[config.mk]
export PLATFORM = sky130hd
export DESIGN_NAME = div_seq
export DESIGN_NICKNAME = d
export VERILOG_FILES = /design/src/rtl/div_seq.sv
export SDC_FILE = /design/constraint.sdc
export NUM_CORES = 1
export LEC_CHECK = 0
export CAP_MARGIN = 20
export CORE_MARGIN = 2
export CORE_UTILIZATION = 37
export DETAILED_ROUTE_END_ITERATION = 12
export PLACE_DENSITY = 0.63
export SETUP_SLACK_MARGIN = 0.4
export SLEW_MARGIN = 20
export SYNTH_ARGS = -nofsm -noshare
export SYNTH_HDL_FRONTEND = slang
export SYNTH_SLANG_ARGS = --single-unit
[constraint.sdc]
create_clock -name clk -period 8.9 [get_ports clk]
set_input_delay 1.78 -clock clk [delete_from_list [all_inputs] [get_ports clk]]
set_output_delay 1.78 -clock clk [all_outputs]
set_load 0.005 [all_outputs]
[src/rtl/div_seq.sv]
// -----------------------------------------------------------------------------
// div_seq : multi-cycle integer divide sequencer for DIV / DIVU in EX.
//
// Runs a restoring division, producing one quotient bit per clock, and returns
// {remainder, quotient} for the HI/LO write path. Signed operation divides the
// operand magnitudes and then fixes up the signs: the quotient is negative when
// the operand signs differ, and the remainder takes the dividend's sign.
//
// Ports
//   clk           in   rising-edge clock
//   rst           in   synchronous active-high reset
//   start_i       in   divide request, held by EX until ready_o is seen
//   annul_i       in   cancel (flush/exception); has priority over start_i
//   signed_div_i  in   1 = DIV (signed), 0 = DIVU; sampled at acceptance
//   opdata1_i     in   dividend; sampled at acceptance
//   opdata2_i     in   divisor; sampled at acceptance
//   result_o      out  {remainder, quotient}; valid while ready_o = 1
//   ready_o       out  result valid (registered)
//   busy_o        out  sequencer not idle (registered); EX uses it as a stall
// -----------------------------------------------------------------------------
module div_seq #(
  parameter int unsigned WIDTH = 32,
  parameter int unsigned CNT_W = 6
) (
  input  logic               clk,
  input  logic               rst,
  input  logic               start_i,
  input  logic               annul_i,
  input  logic               signed_div_i,
  input  logic [WIDTH-1:0]   opdata1_i,
  input  logic [WIDTH-1:0]   opdata2_i,
  output logic [2*WIDTH-1:0] result_o,
  output logic               ready_o,
  output logic               busy_o
);

  typedef enum logic [1:0] {
    S_FREE   = 2'd0,
    S_BYZERO = 2'd1,
    S_ON     = 2'd2,
    S_END    = 2'd3
  } state_t;

  state_t             r_state;
  logic [WIDTH-1:0]   r_dend;    // dividend magnitude, shifts out MSB first; quotient bits shift in at LSB
  logic [WIDTH-1:0]   r_dsor;    // divisor magnitude
  logic [WIDTH-1:0]   r_part;    // partial remainder (always < divisor after each step)
  logic [CNT_W-1:0]   r_cnt;
  logic               r_sign1;
  logic               r_sign2;
  logic               r_signed;
  logic [2*WIDTH-1:0] r_result;
  logic               r_ready;
  logic               r_busy;

  logic [WIDTH:0]     w_shift;
  logic [WIDTH:0]     w_diff;
  logic               w_ge;
  logic [WIDTH-1:0]   w_part_nxt;
  logic [WIDTH-1:0]   w_dend_nxt;
  logic [WIDTH-1:0]   w_q_fix;
  logic [WIDTH-1:0]   w_r_fix;
  logic [WIDTH-1:0]   w_abs1;
  logic [WIDTH-1:0]   w_abs2;
  logic               w_last;

  // One restoring step. The shifted partial is WIDTH+1 bits so the compare and
  // subtract never lose the bit shifted out of the top.
  always_comb begin
    w_shift    = {r_part, r_dend[WIDTH-1]};
    w_diff     = w_shift - {1'b0, r_dsor};
    w_ge       = (w_shift >= {1'b0, r_dsor});
    w_part_nxt = w_ge ? w_diff[WIDTH-1:0] : w_shift[WIDTH-1:0];
    w_dend_nxt = {r_dend[WIDTH-2:0], w_ge};
    w_last     = (r_cnt == CNT_W'(WIDTH - 1));
  end

  // Sign fixups applied on the final step, using the values being produced on
  // that same edge so the result registers together with ready_o.
  always_comb begin
    w_q_fix = w_dend_nxt;
    w_r_fix = w_part_nxt;
    if (r_signed && (r_sign1 ^ r_sign2)) begin
      w_q_fix = '0 - w_dend_nxt;
    end
    if (r_signed && r_sign1) begin
      w_r_fix = '0 - w_part_nxt;
    end
  end

  // Operand magnitudes captured at acceptance.
  always_comb begin
    w_abs1 = opdata1_i;
    w_abs2 = opdata2_i;
    if (signed_div_i && opdata1_i[WIDTH-1]) begin
      w_abs1 = '0 - opdata1_i;
    end
    if (signed_div_i && opdata2_i[WIDTH-1]) begin
      w_abs2 = '0 - opdata2_i;
    end
  end

  always_ff @(posedge clk) begin
    if (rst) begin
      r_state  <= S_FREE;
      r_dend   <= '0;
      r_dsor   <= '0;
      r_part   <= '0;
      r_cnt    <= '0;
      r_sign1  <= 1'b0;
      r_sign2  <= 1'b0;
      r_signed <= 1'b0;
      r_result <= '0;
      r_ready  <= 1'b0;
      r_busy   <= 1'b0;
    end else begin
      case (r_state)
        S_FREE: begin
          r_result <= '0;
          r_ready  <= 1'b0;
          if (annul_i) begin
            r_busy <= 1'b0;
          end else if (start_i) begin
            r_dend   <= w_abs1;
            r_dsor   <= w_abs2;
            r_part   <= '0;
            r_cnt    <= '0;
            r_sign1  <= opdata1_i[WIDTH-1];
            r_sign2  <= opdata2_i[WIDTH-1];
            r_signed <= signed_div_i;
            r_busy   <= 1'b1;
            r_state  <= (opdata2_i == '0) ? S_BYZERO : S_ON;
          end else begin
            r_busy <= 1'b0;
          end
        end

        S_BYZERO: begin
          if (annul_i) begin
            r_state <= S_FREE;
            r_busy  <= 1'b0;
            r_ready <= 1'b0;
          end else begin
            r_state  <= S_END;
            r_result <= '0;
            r_ready  <= 1'b1;
            r_busy   <= 1'b1;
          end
        end

        S_ON: begin
          if (annul_i) begin
            r_state  <= S_FREE;
            r_busy   <= 1'b0;
            r_ready  <= 1'b0;
            r_result <= '0;
            r_part   <= '0;
            r_cnt    <= '0;
          end else begin
            r_part <= w_part_nxt;
            r_dend <= w_dend_nxt;
            r_cnt  <= r_cnt + 1'b1;
            if (w_last) begin
              r_state  <= S_END;
              r_result <= {w_r_fix, w_q_fix};
              r_ready  <= 1'b1;
            end
          end
        end

        S_END: begin
          if (annul_i || !start_i) begin
            r_state  <= S_FREE;
            r_busy   <= 1'b0;
            r_ready  <= 1'b0;
            r_result <= '0;
          end
        end

        default: begin
          r_state  <= S_FREE;
          r_busy   <= 1'b0;
          r_ready  <= 1'b0;
          r_result <= '0;
        end
      endcase
    end
  end

  assign result_o = r_result;
  assign ready_o  = r_ready;
  assign busy_o   = r_busy;

endmodule
## After elaboration in Yosys (flattened, before gate mapping)

Index checks and enable logic that the tools add are counted.

| cells by class | value |
|---|---|
| bitwise logic cells | 2 |
| reduce and logical (&&, ||, !) cells | 16 |
| mux-type cells | 39 |
| add/sub/neg operators | 6 |
| order comparisons | 1 |
| equality and inequality tests | 11 |

Operator list:

| kind | count |
|---|---|
| 32-bit two-way mux | 11 |
| 64-bit two-way mux | 4 |
| 64-bit case mux with 4 select lines | 1 |
| 32-bit case mux with 2 select lines | 2 |
| 1-bit by 32-bit subtractor with 32-bit output (first input constant) | 4 |
| 33-bit by 32-bit >= comparator with 1-bit output | 1 |
| 32-bit zero test | 1 |
| 32-bit subtractor | 1 |
| 6-bit two-way mux | 3 |
| 2-bit two-way mux | 7 |
| 2-bit inequality test (second input constant) | 6 |
| 6-bit case mux with 2 select lines | 1 |
| 3-bit AND reduction | 3 |
| 1-bit case mux with 4 select lines | 2 |
| 2-bit case mux with 4 select lines | 1 |
| 4-bit AND reduction | 2 |
| 1-bit two-way mux | 7 |
| 6-bit by 1-bit adder with 6-bit output (second input constant) | 1 |
| 6-bit by 5-bit == test with 1-bit output (second input constant) | 1 |
| 2-bit == test (second input constant) | 2 |
| 1-bit logical AND | 4 |
| 2-bit AND reduction | 2 |
| 3-bit inequality test (second input constant) | 1 |
| 2-bit by 1-bit == test with 1-bit output (second input constant) | 1 |
| 6 further kinds | 6 |

| storage, ports and cells | value |
|---|---|
| output and inout port bits | 66 |
| bits in registers | 173 |

## Logic depth before layout (Yosys ltp)

Gate-level depths: netlist of the first run.

| logic depth | value |
|---|---|
| depth in word-level cells | 7 |
| gate-level depth with buffers | 23 |

## Worst setup path before layout of the first run

OpenSTA, ideal clock, no wires.

| timing | value |
|---|---|
| path type | register to register |
| start | reg r_dsor[8] |
| end | reg r_result[26], in the netlist result_o[26] |
| setup time | 0.128 ns |
| buffers on the path | 6 |
| required time | 8.772 ns |
| clock period less this slack | 4.532 ns |
| setup slack | 4.368 ns |
| arrival | 4.404 ns |
| stages on the path, launching flop included | 24 |
| cell sequence | dfxtp_1 > inv_1 > ha_1 > buf_6 > a21o_4 > a21oi_4 > and3_2 > a31oi_4 > or2_1 > buf_6 > inv_4 > buf_2 > buf_2 > buf_2 > buf_2 > ha_1 > nand3b_1 > or2_2 > nor4b_1 > and3_1 > a21oi_1 > xor2_1 > a22oi_1 > nor2_1 |

| between the ends | value |
|---|---|
| longest elaborated chain between the ends | 6 |

RTL lines:

| what | line | text |
|---|---|---|
| from (decl) | 46 | `logic [WIDTH-1:0] r_dsor;` |
| from (signal assigned) | 125 | `r_dsor <= w_abs2;` |
| 33-bit by 32-bit >= comparator with 1-bit output | 72 | `w_ge = (w_shift >= {1'b0, r_dsor});` |
| 1-bit by 32-bit subtractor with 32-bit output | 84 | `w_q_fix = '0 - w_dend_nxt;` |
| 32-bit two-way mux | 83 | `if (r_signed && (r_sign1 ^ r_sign2)) begin` |
| 64-bit two-way mux | 163 | `if (w_last) begin` |
| 64-bit two-way mux | 152 | `if (annul_i) begin` |
| 64-bit case mux with 4 select lines | 117 | `case (r_state)` |
| to (signal assigned) | 165 | `r_result <= {w_r_fix, w_q_fix};` |
| to (decl) | 52 | `logic [2*WIDTH-1:0] r_result;` |

No other way between the ends. The select of a mux whose other input is x is not followed.
A chain may end at the register's enable or synchronous reset.

## Final worst setup path of the first run

| timing | value |
|---|---|
| start | reg r_part[6] |
| end | reg r_result[56], in the netlist result_o[56] |

| between the ends | value |
|---|---|
| longest elaborated chain between the ends | 7 |
| elaborated cells on any way between the ends | 8 |
| those cells by class | add/sub: 2; order compare: 1; mux: 5 |

RTL lines:

| what | line | text |
|---|---|---|
| from (decl) | 47 | `logic [WIDTH-1:0] r_part;` |
| from (signal assigned) | 160 | `r_part <= w_part_nxt;` |
| 32-bit subtractor or 33-bit by 32-bit >= comparator with 1-bit output (tied branches) | 71, 72 |  |
| 32-bit two-way mux (*) | 73 | `w_part_nxt = w_ge ? w_diff[WIDTH-1:0] : w_shift[WIDTH-1:0];` |
| 1-bit by 32-bit subtractor with 32-bit output | 87 | `w_r_fix = '0 - w_part_nxt;` |
| 32-bit two-way mux (*) | 86 | `if (r_signed && r_sign1) begin` |
| 64-bit two-way mux (*) | 163 |  |
| 64-bit two-way mux (*) | 152 |  |
| 64-bit case mux with 4 select lines (*) | 117 |  |

Mark *: on every way between the ends. The rest lies on a longest branch, timed or not. The select of a mux whose other input is x is not followed.

==> impl_metrics.toml, run 1 <==
[critical_path]
worst-path-max-fanout = 51
r2r_end = "result_o[56]$_SDFFE_PP0P_"
worstSetupPathType = "flip-flop to flip-flop"
r2r_cells = 17
cp_required_ns = 9.20
worst_ep_arrival_time_ns = 5.74
cp.depth = 17
max_stage_delay_ns = 0.57
critPathCaptureType = "flip-flop"
cp_num_buf_inv = 1
critical-path-top-delay-family = "simple AND/OR/NAND/NOR gates"
critical_path.endpoint = "result_o[56]$_SDFFE_PP0P_"
crit_chain = "ha_1, nand4_1, nor4_1, a41oi_1, o21ai_1, or2_2, buf_4, mux2i_1, ha_1, nand4b_1, nor2_1, nor4bb_1, a211oi_1, or4_1, o41a_1, xnor2_1, o21ai_1"
rr_startpoint = "r_part[6]$_SDFFE_PP0P_"
cp-start-kind = "flip-flop"
slowest_stage = "sky130_fd_sc_hd__ha_1"
startpoint = "r_part[6]$_SDFFE_PP0P_"
ff2ff_setup_slack_ns = 3.46

[timing]
finalWorstPathRequiredPeriod_ns = 5.437
setup_violations = 0
timing_worst_slew_pin_value_ns = 1.060
timing.final.max_slew_violations = 0
fin_tns_setup_ns = 0
rsz_0062_raised_after_global_routing = "no"
final.period_utilization = 0.6109
fmaxAchievable_mhz = 183.9
clock-skew-final_ns = 0.01500
fin_ws_ns = 3.463
timing.slew.headroom = 0.2916
finalHoldViolCount = 0

[cts]
clkSlewWorstSetupHoldPaths_ns = 0.07
clock_path_buffers = 2
clock_tree_from_tritoncts = "yes"
cts_setup_buffers = 0
post_cts_hold_buffer_count = 0
cts_inserted_buffers = 17
cts-htree-levels = 4
clock_sinks = 173
clkLatencyLatePin_ns = 0.45
cts-resized-gates = 0
cts-root-buf = "sky130_fd_sc_hd__clkbuf_16"

[status]
status = "finished, final reports clean"

[hold_path]
holdCritPathClass = "flip-flop to flip-flop"

[final_layout]
drive_gt1_frac = 0.04181
nNetsFinal = 1821
area_growth_syn_to_layout_pct = 17.49
antenna-diode-count = 0
filler_cell_count = 3200

[routing]
post_drt_wl_per_cell_um = 17.96
detail_route.first_pass.iterations = 6
dr_total_vias = 12013
number_of_remaining_drc_errors = 0
drtAntennaViolNets = 0
detail_route.vias_per_cell = 5.656
drt_iter0_drc = 1005
routed_wl_um = 38150

[synthesis]
postSynthAreaPerCell_um2 = 7.272
synth_xor_xnor_area_share = 0.09787
seq_area_frac_synth = 0.2888
cells_after_synth = 1649
synth_fa_ha_area_frac = 0.04549
synth_top_cells_by_area = "sky130_fd_sc_hd__dfxtp_1, sky130_fd_sc_hd__nand2_1, sky130_fd_sc_hd__nor2_1, sky130_fd_sc_hd__a21oi_1, sky130_fd_sc_hd__xor2_1"
synth_simple_gate_area_share = 0.2567
post-synth-top-count-cell = "sky130_fd_sc_hd__nand2_1"
synth-compound-area-share = 0.2485
synthTopCellsByCount = "sky130_fd_sc_hd__nand2_1, sky130_fd_sc_hd__nor2_1, sky130_fd_sc_hd__dfxtp_1, sky130_fd_sc_hd__a21oi_1, sky130_fd_sc_hd__o21ai_0"
syn-num-nets = 1761
netlist-cell-type-count = 91
synth-main-ff-cell = "sky130_fd_sc_hd__dfxtp_1"
synth_enable_flop_cells = 0
yosys_warnings = 0
asyncSetResetFlopFracSynth = 0
yosys_register_bits = 173
synth.area.mux_share = 0.009391
synth.cell_area_um2 = 11990
main_combinational_cell_family_by_area_after_synthesis = "simple AND/OR/NAND/NOR gates"
synth_top_area_frac = 0.2888
netlist.top_cell.by_area = "sky130_fd_sc_hd__dfxtp_1"

[placement]
gpl.final_weighted_congestion = 0.9183
port-buffer-count = 134
hpwl_um = 28850
place_worst_setup_slack_ns = 3.600

[global_route]
overflow = 0
first_global_vias = 11128
grt_max_degree = 75
grtUsageTotal = 0.2259
grt_first_pass_wirelength_um = 60980
initial_antenna_violation_count = 0

[die]
die_height_um = 184.0
floorplan.core_area_um2 = 31720
chip_width_um = 184.0
design.portCount = 135
floorplan.die_area_um2 = 33870
floorplan.rows = 65
initial_utilization = 0.3781

[pwr]
vdd.ir_drop.worst_mv = 0.1630
leakagePower_nw = 5.216
pwrdens_nw_per_um2 = 237.4

[flow_run]
cap_viol_max_count = 0
metal layers:
| layer | wire (µm) | GRT usage |
|---|---|---|
| met2 | 17040 | 0.3588 |
| met4 | 741 | 0.06368 |
| met5 | 0 | 0 |
| met3 | 2085 | 0.02872 |
| met1 | 18280 | 0.3199 |
power breakdown:
part	switching, mW	total [mW]	leakage [nW]	internal [mW]
Combinational	1.08	1.67	3.54	0.583
Sequential	0.0715	0.911	1.40	0.839
Clock	0.358	0.768	0.280	0.410
worst min-delay path by stage:
| stage | startpoint | to | slack (ns) | depth (start not counted) |
|---|---|---|---|---|
| finish | result_o[56]$_SDFFE_PP0P_ | result_o[56]$_SDFFE_PP0P_ | 0.45 | 2 |
| global placement | result_o[56]$_SDFFE_PP0P_ | result_o[56]$_SDFFE_PP0P_ | 0.44 | 2 |
| detailed placement | result_o[23]$_SDFFE_PP0P_ | result_o[23]$_SDFFE_PP0P_ | 0.45 | 2 |
| global route | result_o[43]$_SDFFE_PP0P_ | result_o[43]$_SDFFE_PP0P_ | 0.49 | 2 |
| CTS | result_o[56]$_SDFFE_PP0P_ | result_o[56]$_SDFFE_PP0P_ | 0.46 | 2 |
| floorplan | r_dsor[31]$_SDFFE_PP0P_ | r_dsor[31]$_SDFFE_PP0P_ | 0.43 | 2 |
layout by cell type (no fill, tap or decap), types with 7 or more instances in the layout:
cell and count:
sky130_fd_sc_hd__nor4_1 17, sky130_fd_sc_hd__xor2_1 74, sky130_fd_sc_hd__a21o_1 9, sky130_fd_sc_hd__o21ai_1 11
sky130_fd_sc_hd__a31oi_1 12, sky130_fd_sc_hd__nand3b_1 7, sky130_fd_sc_hd__a21oi_1 139, sky130_fd_sc_hd__nand3_1 28
sky130_fd_sc_hd__nor2b_1 16, sky130_fd_sc_hd__o21ai_0 104, sky130_fd_sc_hd__nor2_1 208, sky130_fd_sc_hd__ha_1 41
sky130_fd_sc_hd__nand4_1 17, sky130_fd_sc_hd__and2_1 15, sky130_fd_sc_hd__o31ai_1 13, sky130_fd_sc_hd__nor3_1 37
sky130_fd_sc_hd__nand2b_1 12, sky130_fd_sc_hd__clkbuf_16 17, sky130_fd_sc_hd__mux2i_1 9, sky130_fd_sc_hd__a22oi_1 62
sky130_fd_sc_hd__a211oi_1 38, sky130_fd_sc_hd__or3_1 24, sky130_fd_sc_hd__inv_1 54, sky130_fd_sc_hd__dfxtp_1 173
sky130_fd_sc_hd__nand2_1 233, sky130_fd_sc_hd__clkdlybuf4s50_1 133, sky130_fd_sc_hd__and3_1 10, sky130_fd_sc_hd__o21a_1 8
sky130_fd_sc_hd__or4_1 7, sky130_fd_sc_hd__xnor2_1 60, sky130_fd_sc_hd__buf_4 8
worst register-to-register path, stage by stage (launching register included):
cell and delay, ns:
sky130_fd_sc_hd__dfxtp_1 0.41, sky130_fd_sc_hd__ha_1 0.57, sky130_fd_sc_hd__nand4_1 0.26, sky130_fd_sc_hd__nor4_1 0.41, sky130_fd_sc_hd__a41oi_1 0.17, sky130_fd_sc_hd__o21ai_1 0.25, sky130_fd_sc_hd__or2_2 0.16, sky130_fd_sc_hd__buf_4 0.47
sky130_fd_sc_hd__mux2i_1 0.35, sky130_fd_sc_hd__ha_1 0.26, sky130_fd_sc_hd__nand4b_1 0.12, sky130_fd_sc_hd__nor2_1 0.17, sky130_fd_sc_hd__nor4bb_1 0.49, sky130_fd_sc_hd__a211oi_1 0.17, sky130_fd_sc_hd__or4_1 0.45, sky130_fd_sc_hd__o41a_1 0.35
sky130_fd_sc_hd__xnor2_1 0.18, sky130_fd_sc_hd__o21ai_1 0.07
area by class of cell:
cell class / count / area, µm² / share of cell area
Clock inverter: 11 / 120.1 / 0.008526
Tap cell: 402 / 503.0 / 0.03570
Timing Repair Buffer: 141 / 1391 / 0.09876
Sequential cell: 173 / 3463 / 0.2458
Inverter: 55 / 209.0 / 0.01483
Clock buffer: 21 / 460.4 / 0.03268
Multi-Input combinational cell: 1321 / 7941 / 0.5637
through the flow:
stage	instance area [µm²]	total power, mW	hold slack, ns	instances	util
floorplan	11990	2.144	0.4319	1649	-
global placement	13500	2.551	0.4395	2092	0.4255
detailed placement	13500	2.559	0.4485	2092	0.4255
CTS	14080	3.323	0.4589	2124	0.4438
global route	14090	3.564	0.4880	2124	0.4442
finish	14090	3.345	0.4502	2124	0.4442
flip-flops by register name, indices dropped and copies added, names as in the netlist:
signal / count
r_dsor: 32
r_part: 32
r_sign1: 1
r_signed: 1
r_sign2: 1
r_cnt: 6
busy_o: 1
r_state: 2
ready_o: 1
r_dend: 32
result_o: 64
kinds of logic (layout without fill, tap and decap cells):
group / after synthesis / after routing
compound gates: 466 / 466
xor+xnor: 134 / 134
fa+ha+maj: 43 / 43
buf+inv: 155 / 228
flops: 173 / 173
mux: 11 / 11
simple gates: 667 / 667
No activity file was read; power rests on OpenSTA's default activity.
==> run 2: changes to the inputs <==
- clock period: 8.9 -> 5.17 ns (I/O delays scaled with it)
==> run 2 against run 1 <==
  * Final cell count rose by 0.28%
  * Power grew 74%
  * Combinational power is 77% higher
  * Clock skew is 0.0025 ns lower
  * Via count rose by 0.36%
  * Sequential power increased by 72%
  * Utilization is 0.39 points higher
  * Sequential cell count is the same
  * First-iteration DRC count up 2.8%
  * Critical path depth down 1
  * Final area is 0.88% higher
  * Highest routed layer is now met5
==> impl_metrics.toml, run 2 (synthesis gave the netlist of run 1 again) <==
[routing]
drtAntennaViolNets = 0
post_drt_wl_per_cell_um = 18.33
detail_route.first_pass.iterations = 6
routed_wl_um = 39050
number_of_remaining_drc_errors = 0
dr_total_vias = 12056
drt_iter0_drc = 1033
detail_route.vias_per_cell = 5.660

[cts]
clkSlewWorstSetupHoldPaths_ns = 0.08
clock_tree_from_tritoncts = "yes"
cts-htree-levels = 4
clock_sinks = 173
cts_inserted_buffers = 17
cts_setup_buffers = 0
clock_path_buffers = 2
clkLatencyLatePin_ns = 0.44
cts-root-buf = "sky130_fd_sc_hd__clkbuf_16"

[final_layout]
antenna-diode-count = 0
filler_cell_count = 3220
finish.utilization = 0.4481
layout_common_cells = "sky130_fd_sc_hd__nand2_1, sky130_fd_sc_hd__nor2_1, sky130_fd_sc_hd__dfxtp_1"
max_reg_flops = 64
area_growth_syn_to_layout_pct = 18.52
drive_gt1_frac = 0.05556
stdcell_count = 2130
final_common_cell = "sky130_fd_sc_hd__nand2_1"
nNetsFinal = 1827

[global_route]
first_global_vias = 11095
initial_antenna_violation_count = 1
overflow = 0
grt_max_degree = 89
grt_first_pass_wirelength_um = 61520
grtUsageTotal = 0.2294

[timing]
timing.slew.headroom = 0.2634
timing_worst_slew_pin_value_ns = 1.102
final.period_utilization = 0.8949
clock-skew-final_ns = 0.01249
fin_ws_ns = 0.5435
setup_violations = 0
finalHoldViolCount = 0
timing.final.max_slew_violations = 0
finalWorstPathRequiredPeriod_ns = 4.627
fin_hold_ws_ns = 0.4527
rsz_0062_raised_after_global_routing = "no"
fin_tns_setup_ns = 0
fmaxAchievable_mhz = 216.1

[die]
initial_utilization = 0.3781
die_height_um = 184.0
chip_width_um = 184.0
design.portCount = 135
floorplan.core_area_um2 = 31720
floorplan.rows = 65
floorplan.die_area_um2 = 33870

[critical_path]
worst_ep_arrival_time_ns = 4.92
critPathCaptureType = "flip-flop"
r2r_end = "result_o[56]$_SDFFE_PP0P_"
r2r_cells = 16
ff2ff_setup_slack_ns = 0.54
rr_startpoint = "r_part[10]$_SDFFE_PP0P_"
worst-path-max-fanout = 9
cp_required_ns = 5.46
worstSetupPathType = "flip-flop to flip-flop"
cp-start-kind = "flip-flop"

[pwr]
vdd.ir_drop.worst_mv = 0.2726
pwrdens_nw_per_um2 = 408.6
leakagePower_nw = 5.235

[placement]
place_worst_setup_slack_ns = 0.3575
port-buffer-count = 134
hpwl_um = 29670
post-place-cells = 2098
gpl.final_weighted_congestion = 0.8982

[hold_path]
launch_instance_of_the_worst_min_delay_path = "result_o[57]$_SDFFE_PP0P_"
hold_path_depth = 2
timing.hold.worst_endpoint = "result_o[57]$_SDFFE_PP0P_"
holdCritPathClass = "flip-flop to flip-flop"

[status]
status = "finished, final reports clean"

[flow_run]
cap_viol_max_count = 0
[run 2: changes by cell type in the layout (fill, tap and decap cells not counted), moves of 2 or more]
| cell | previous run | this run |
|---|---|---|
| sky130_fd_sc_hd__ha_1 | 41 | 31 |
| sky130_fd_sc_hd__ha_2 | 0 | 8 |
| sky130_fd_sc_hd__buf_4 | 8 | 14 |
| sky130_fd_sc_hd__clkinv_8 | 0 | 2 |
| sky130_fd_sc_hd__ha_4 | 1 | 3 |
| sky130_fd_sc_hd__nor4_1 | 17 | 15 |
| sky130_fd_sc_hd__nor4_2 | 0 | 2 |
[run 2: repair_timing]
| item | 4_1_cts | 5_1_grt |
|---|---|---|
| gates resized for setup | 1 | 19 |
| hold buffers | 0 | 0 |
| pin swaps | 0 | 1 |
| setup endpoints to repair | 1 | 7 |
| gates cloned | 0 | 0 |
| hold endpoints to repair | 0 | 0 |
[run 2: final cells by class]
type / instances / area, µm² / share of cell area
Multi-Input combinational cell: 1321 / 8031 / 0.5651
Sequential cell: 173 / 3463 / 0.2437
Timing Repair Buffer: 147 / 1436 / 0.1011
Tap cell: 402 / 503.0 / 0.03539
Clock buffer: 19 / 442.9 / 0.03116
Inverter: 55 / 209.0 / 0.01470
Clock inverter: 13 / 126.4 / 0.008892
[run 2: report_power, final]
part / total, mW / switching (mW) / internal [mW]
sequential: 1.57 / 0.122 / 1.44
clock: 1.28 / 0.628 / 0.650
combinational: 2.96 / 1.92 / 1.05
[run 2: routing by layer]
layer	routed length, µm	GRT usage
met1	18940	0.3326
met2	17360	0.3573
met3	1990	0.02516
met4	752	0.06592
met5	8	0
[run 2: critical path, stage by stage (launching register included)]
cell	delay [ns]
sky130_fd_sc_hd__dfxtp_1	0.38
sky130_fd_sc_hd__ha_2	0.45
sky130_fd_sc_hd__and4_2	0.31
sky130_fd_sc_hd__nand4_1	0.24
sky130_fd_sc_hd__and3_2	0.32
sky130_fd_sc_hd__a31oi_4	0.19
sky130_fd_sc_hd__or2_2	0.20
sky130_fd_sc_hd__mux2i_1	0.32
sky130_fd_sc_hd__ha_1	0.25
sky130_fd_sc_hd__nand4b_1	0.13
sky130_fd_sc_hd__nor2_2	0.20
sky130_fd_sc_hd__nor4bb_2	0.33
sky130_fd_sc_hd__a211oi_1	0.14
sky130_fd_sc_hd__or4_1	0.47
sky130_fd_sc_hd__o41a_1	0.33
sky130_fd_sc_hd__xnor2_1	0.14
sky130_fd_sc_hd__o21ai_1	0.07
[run 2: worst max-delay path by stage]
stage                                  from                   endpoint  slack (ns)  depth (start not counted)
floorplan            r_dsor[8]$_SDFFE_PP0P_  result_o[26]$_SDFFE_PP0P_        0.64                         23
global placement    r_part[10]$_SDFFE_PP0P_  result_o[52]$_SDFFE_PP0P_        0.56                         16
detailed placement  r_part[10]$_SDFFE_PP0P_  result_o[56]$_SDFFE_PP0P_        0.36                         16
CTS                 r_part[10]$_SDFFE_PP0P_  result_o[56]$_SDFFE_PP0P_        0.41                         16
global route        r_part[10]$_SDFFE_PP0P_  result_o[56]$_SDFFE_PP0P_        0.40                         16
finish              r_part[10]$_SDFFE_PP0P_  result_o[56]$_SDFFE_PP0P_        0.54                         16
[run 2: metrics by stage]
step / area [µm²] / power, mW
after global placement: 13540 / 4.442
after detailed placement: 13550 / 4.462
final: 14210 / 5.807
after floorplan: 11990 / 3.691
after global routing: 14210 / 6.190
after CTS: 14120 / 5.740
==> run 3: changes to the inputs <==
- CORE_MARGIN: 2 -> unset
==> run 3 against run 2 <==
  * Hold slack worse by 0.0018 ns
  * Non-clock buffer count is 2 higher
  * Worst setup slack better by 0.086 ns
  * Clock power hardly changed
  * Count of clock-buffer cells in the layout is 2 lower
  * Final area is 0.12% higher
  * Register-to-register slack better by 0.09 ns
  * Sequential cell count stayed put
  * Maximum frequency is 1.9% higher
  * Critical path type unchanged
  * Via count is 0.78% higher
==> impl_metrics.toml, run 3 (synthesis gave the netlist of run 1 again) <==
[die]
die_height_um = 182.0
floorplan.core_area_um2 = 31720
floorplan.die_area_um2 = 33130
initial_utilization = 0.3781
design.portCount = 135
floorplan.rows = 65
chip_width_um = 182.0

[critical_path]
r2r_cells = 19
worstSetupPathType = "flip-flop to flip-flop"
cp-start-kind = "flip-flop"
worst_ep_arrival_time_ns = 4.84
worst-path-max-fanout = 24
r2r_end = "result_o[30]$_SDFFE_PP0P_"
rr_startpoint = "r_dsor[30]$_SDFFE_PP0P_"
ff2ff_setup_slack_ns = 0.63
cp_required_ns = 5.47
critPathCaptureType = "flip-flop"

[timing]
final.period_utilization = 0.8783
finalHoldViolCount = 0
setup_violations = 0
timing.slew.headroom = 0.2650
timing.final.max_slew_violations = 0
fmaxAchievable_mhz = 220.2
timing_worst_slew_pin_value_ns = 1.102
fin_tns_setup_ns = 0
fin_ws_ns = 0.6293
clock-skew-final_ns = 0.01628
finalWorstPathRequiredPeriod_ns = 4.541
rsz_0062_raised_after_global_routing = "no"

[final_layout]
layout_common_cells = "sky130_fd_sc_hd__nand2_1, sky130_fd_sc_hd__nor2_1, sky130_fd_sc_hd__dfxtp_1"
stdcell_count = 2131
layout.area.seq_um2 = 3463
drive_gt1_frac = 0.05899
max_reg_flops = 64
antenna-diode-count = 0
final_common_cell = "sky130_fd_sc_hd__nand2_1"
nNetsFinal = 1829
post-route-cell-area_um2 = 14230
multi_input_comb_area_um2 = 8025
filler_cell_count = 3218
area_growth_syn_to_layout_pct = 18.67

[flow_run]
cap_viol_max_count = 0

[routing]
drt_iter0_drc = 1048
number_of_remaining_drc_errors = 0
dr_total_vias = 12150
drtAntennaViolNets = 0
routed_wl_um = 39860
detail_route.vias_per_cell = 5.702
detail_route.first_pass.iterations = 5
post_drt_wl_per_cell_um = 18.70

[cts]
clkSlewWorstSetupHoldPaths_ns = 0.08
cts_inserted_buffers = 17
clock_tree_from_tritoncts = "yes"
cts-htree-levels = 4
clock_path_buffers = 2
clkLatencyLatePin_ns = 0.46
clock_sinks = 173
cts-root-buf = "sky130_fd_sc_hd__clkbuf_16"

[hold_path]
hold_path_depth = 2
timing.hold.worst_endpoint = "result_o[57]$_SDFFE_PP0P_"
holdCritPathClass = "flip-flop to flip-flop"
launch_instance_of_the_worst_min_delay_path = "result_o[57]$_SDFFE_PP0P_"

[placement]
placed_cell_area_um2 = 13540
hpwl_um = 29890
post-place-cells = 2098
port-buffer-count = 134
gpl.final_weighted_congestion = 0.9436
place_worst_setup_slack_ns = 0.4266

[global_route]
grt_first_pass_wirelength_um = 62210
grt_max_degree = 88
first_global_vias = 11105
overflow = 0
grtUsageTotal = 0.2392
initial_antenna_violation_count = 0

[pwr]
pwrdens_nw_per_um2 = 412.9
leakagePower_nw = 5.245
vdd.ir_drop.worst_mv = 0.2618

[status]
status = "finished, final reports clean"
## run 3: cell count changes in the layout (fill, tap and decap cells not counted), sizes merged
cell and change:
buf +2, clkbuf -2, clkinvlp -1, inv +2
## run 3: metal layers
layer,up-vias,wire [µm],GRT usage
met5,-,0,0
met4,0,905,0.06857
met3,47,1695,0.02728
met2,378,17840,0.3769
met1,5770,19420,0.3414
li1,5955,-,-
## run 3: power by group
part | switching (mW) | internal (mW) | leakage, nW
Sequential | 0.126 | 1.44 | 1.40
Combinational | 1.94 | 1.05 | 3.57
Clock | 0.667 | 0.644 | 0.276
Total | 2.73 | 3.14 | 5.24
## run 3: how the worst max path moves through the flow
stage          slack, ns                     from  cells after the start                         to
2_1_floorplan       0.64   r_dsor[8]$_SDFFE_PP0P_                     23  result_o[26]$_SDFFE_PP0P_
3_3_place_gp        0.58   r_part[7]$_SDFFE_PP0P_                     16  result_o[52]$_SDFFE_PP0P_
3_5_place_dp        0.43  r_part[10]$_SDFFE_PP0P_                     16  result_o[60]$_SDFFE_PP0P_
4_1_cts             0.42  r_part[10]$_SDFFE_PP0P_                     16  result_o[52]$_SDFFE_PP0P_
5_1_grt             0.41  r_dsor[30]$_SDFFE_PP0P_                     19  result_o[30]$_SDFFE_PP0P_
6_report            0.63  r_dsor[30]$_SDFFE_PP0P_                     19  result_o[30]$_SDFFE_PP0P_
## run 3: final cells by class
cell class / instances / area share
multi-input cells: 1321 / 0.5640
flip-flops and latches: 173 / 0.2434
repair buffers: 149 / 0.1020
well taps: 402 / 0.03535
clock buffers: 17 / 0.02990
inverters: 55 / 0.01504
clock inverters: 14 / 0.01038
## run 3: metrics by stage
step | hold WS [ns] | power [mW] | utilization
after floorplan | 0.4319 | 3.691 | -
after global placement | 0.4393 | 4.461 | 0.4269
after detailed placement | 0.4417 | 4.470 | 0.4269
after CTS | 0.4538 | 5.786 | 0.4450
after global routing | 0.4835 | 6.259 | 0.4486
final | 0.4509 | 5.876 | 0.4486
## run 3: critical path, stage by stage, from the launching register on
cell	delay [ns]
sky130_fd_sc_hd__dfxtp_1	0.38
sky130_fd_sc_hd__inv_1	0.09
sky130_fd_sc_hd__ha_1	0.35
sky130_fd_sc_hd__a21o_1	0.21
sky130_fd_sc_hd__a211o_1	0.30
sky130_fd_sc_hd__a221oi_1	0.28
sky130_fd_sc_hd__o21ai_2	0.13
sky130_fd_sc_hd__or2_2	0.38
sky130_fd_sc_hd__buf_4	0.26
sky130_fd_sc_hd__inv_8	0.15
sky130_fd_sc_hd__ha_1	0.21
sky130_fd_sc_hd__nand3b_1	0.13
sky130_fd_sc_hd__or2_2	0.34
sky130_fd_sc_hd__nor4b_1	0.29
sky130_fd_sc_hd__buf_4	0.19
sky130_fd_sc_hd__and3_1	0.20
sky130_fd_sc_hd__a21oi_1	0.09
sky130_fd_sc_hd__xor2_1	0.18
sky130_fd_sc_hd__a22oi_1	0.14
sky130_fd_sc_hd__nor2_1	0.06
## run 3: what timing repair did
action                                  CTS  global route
hold buffers                              0             0
buffers inserted                          0             2
endpoints found under the setup margin    0            16
resized for setup                         0            27
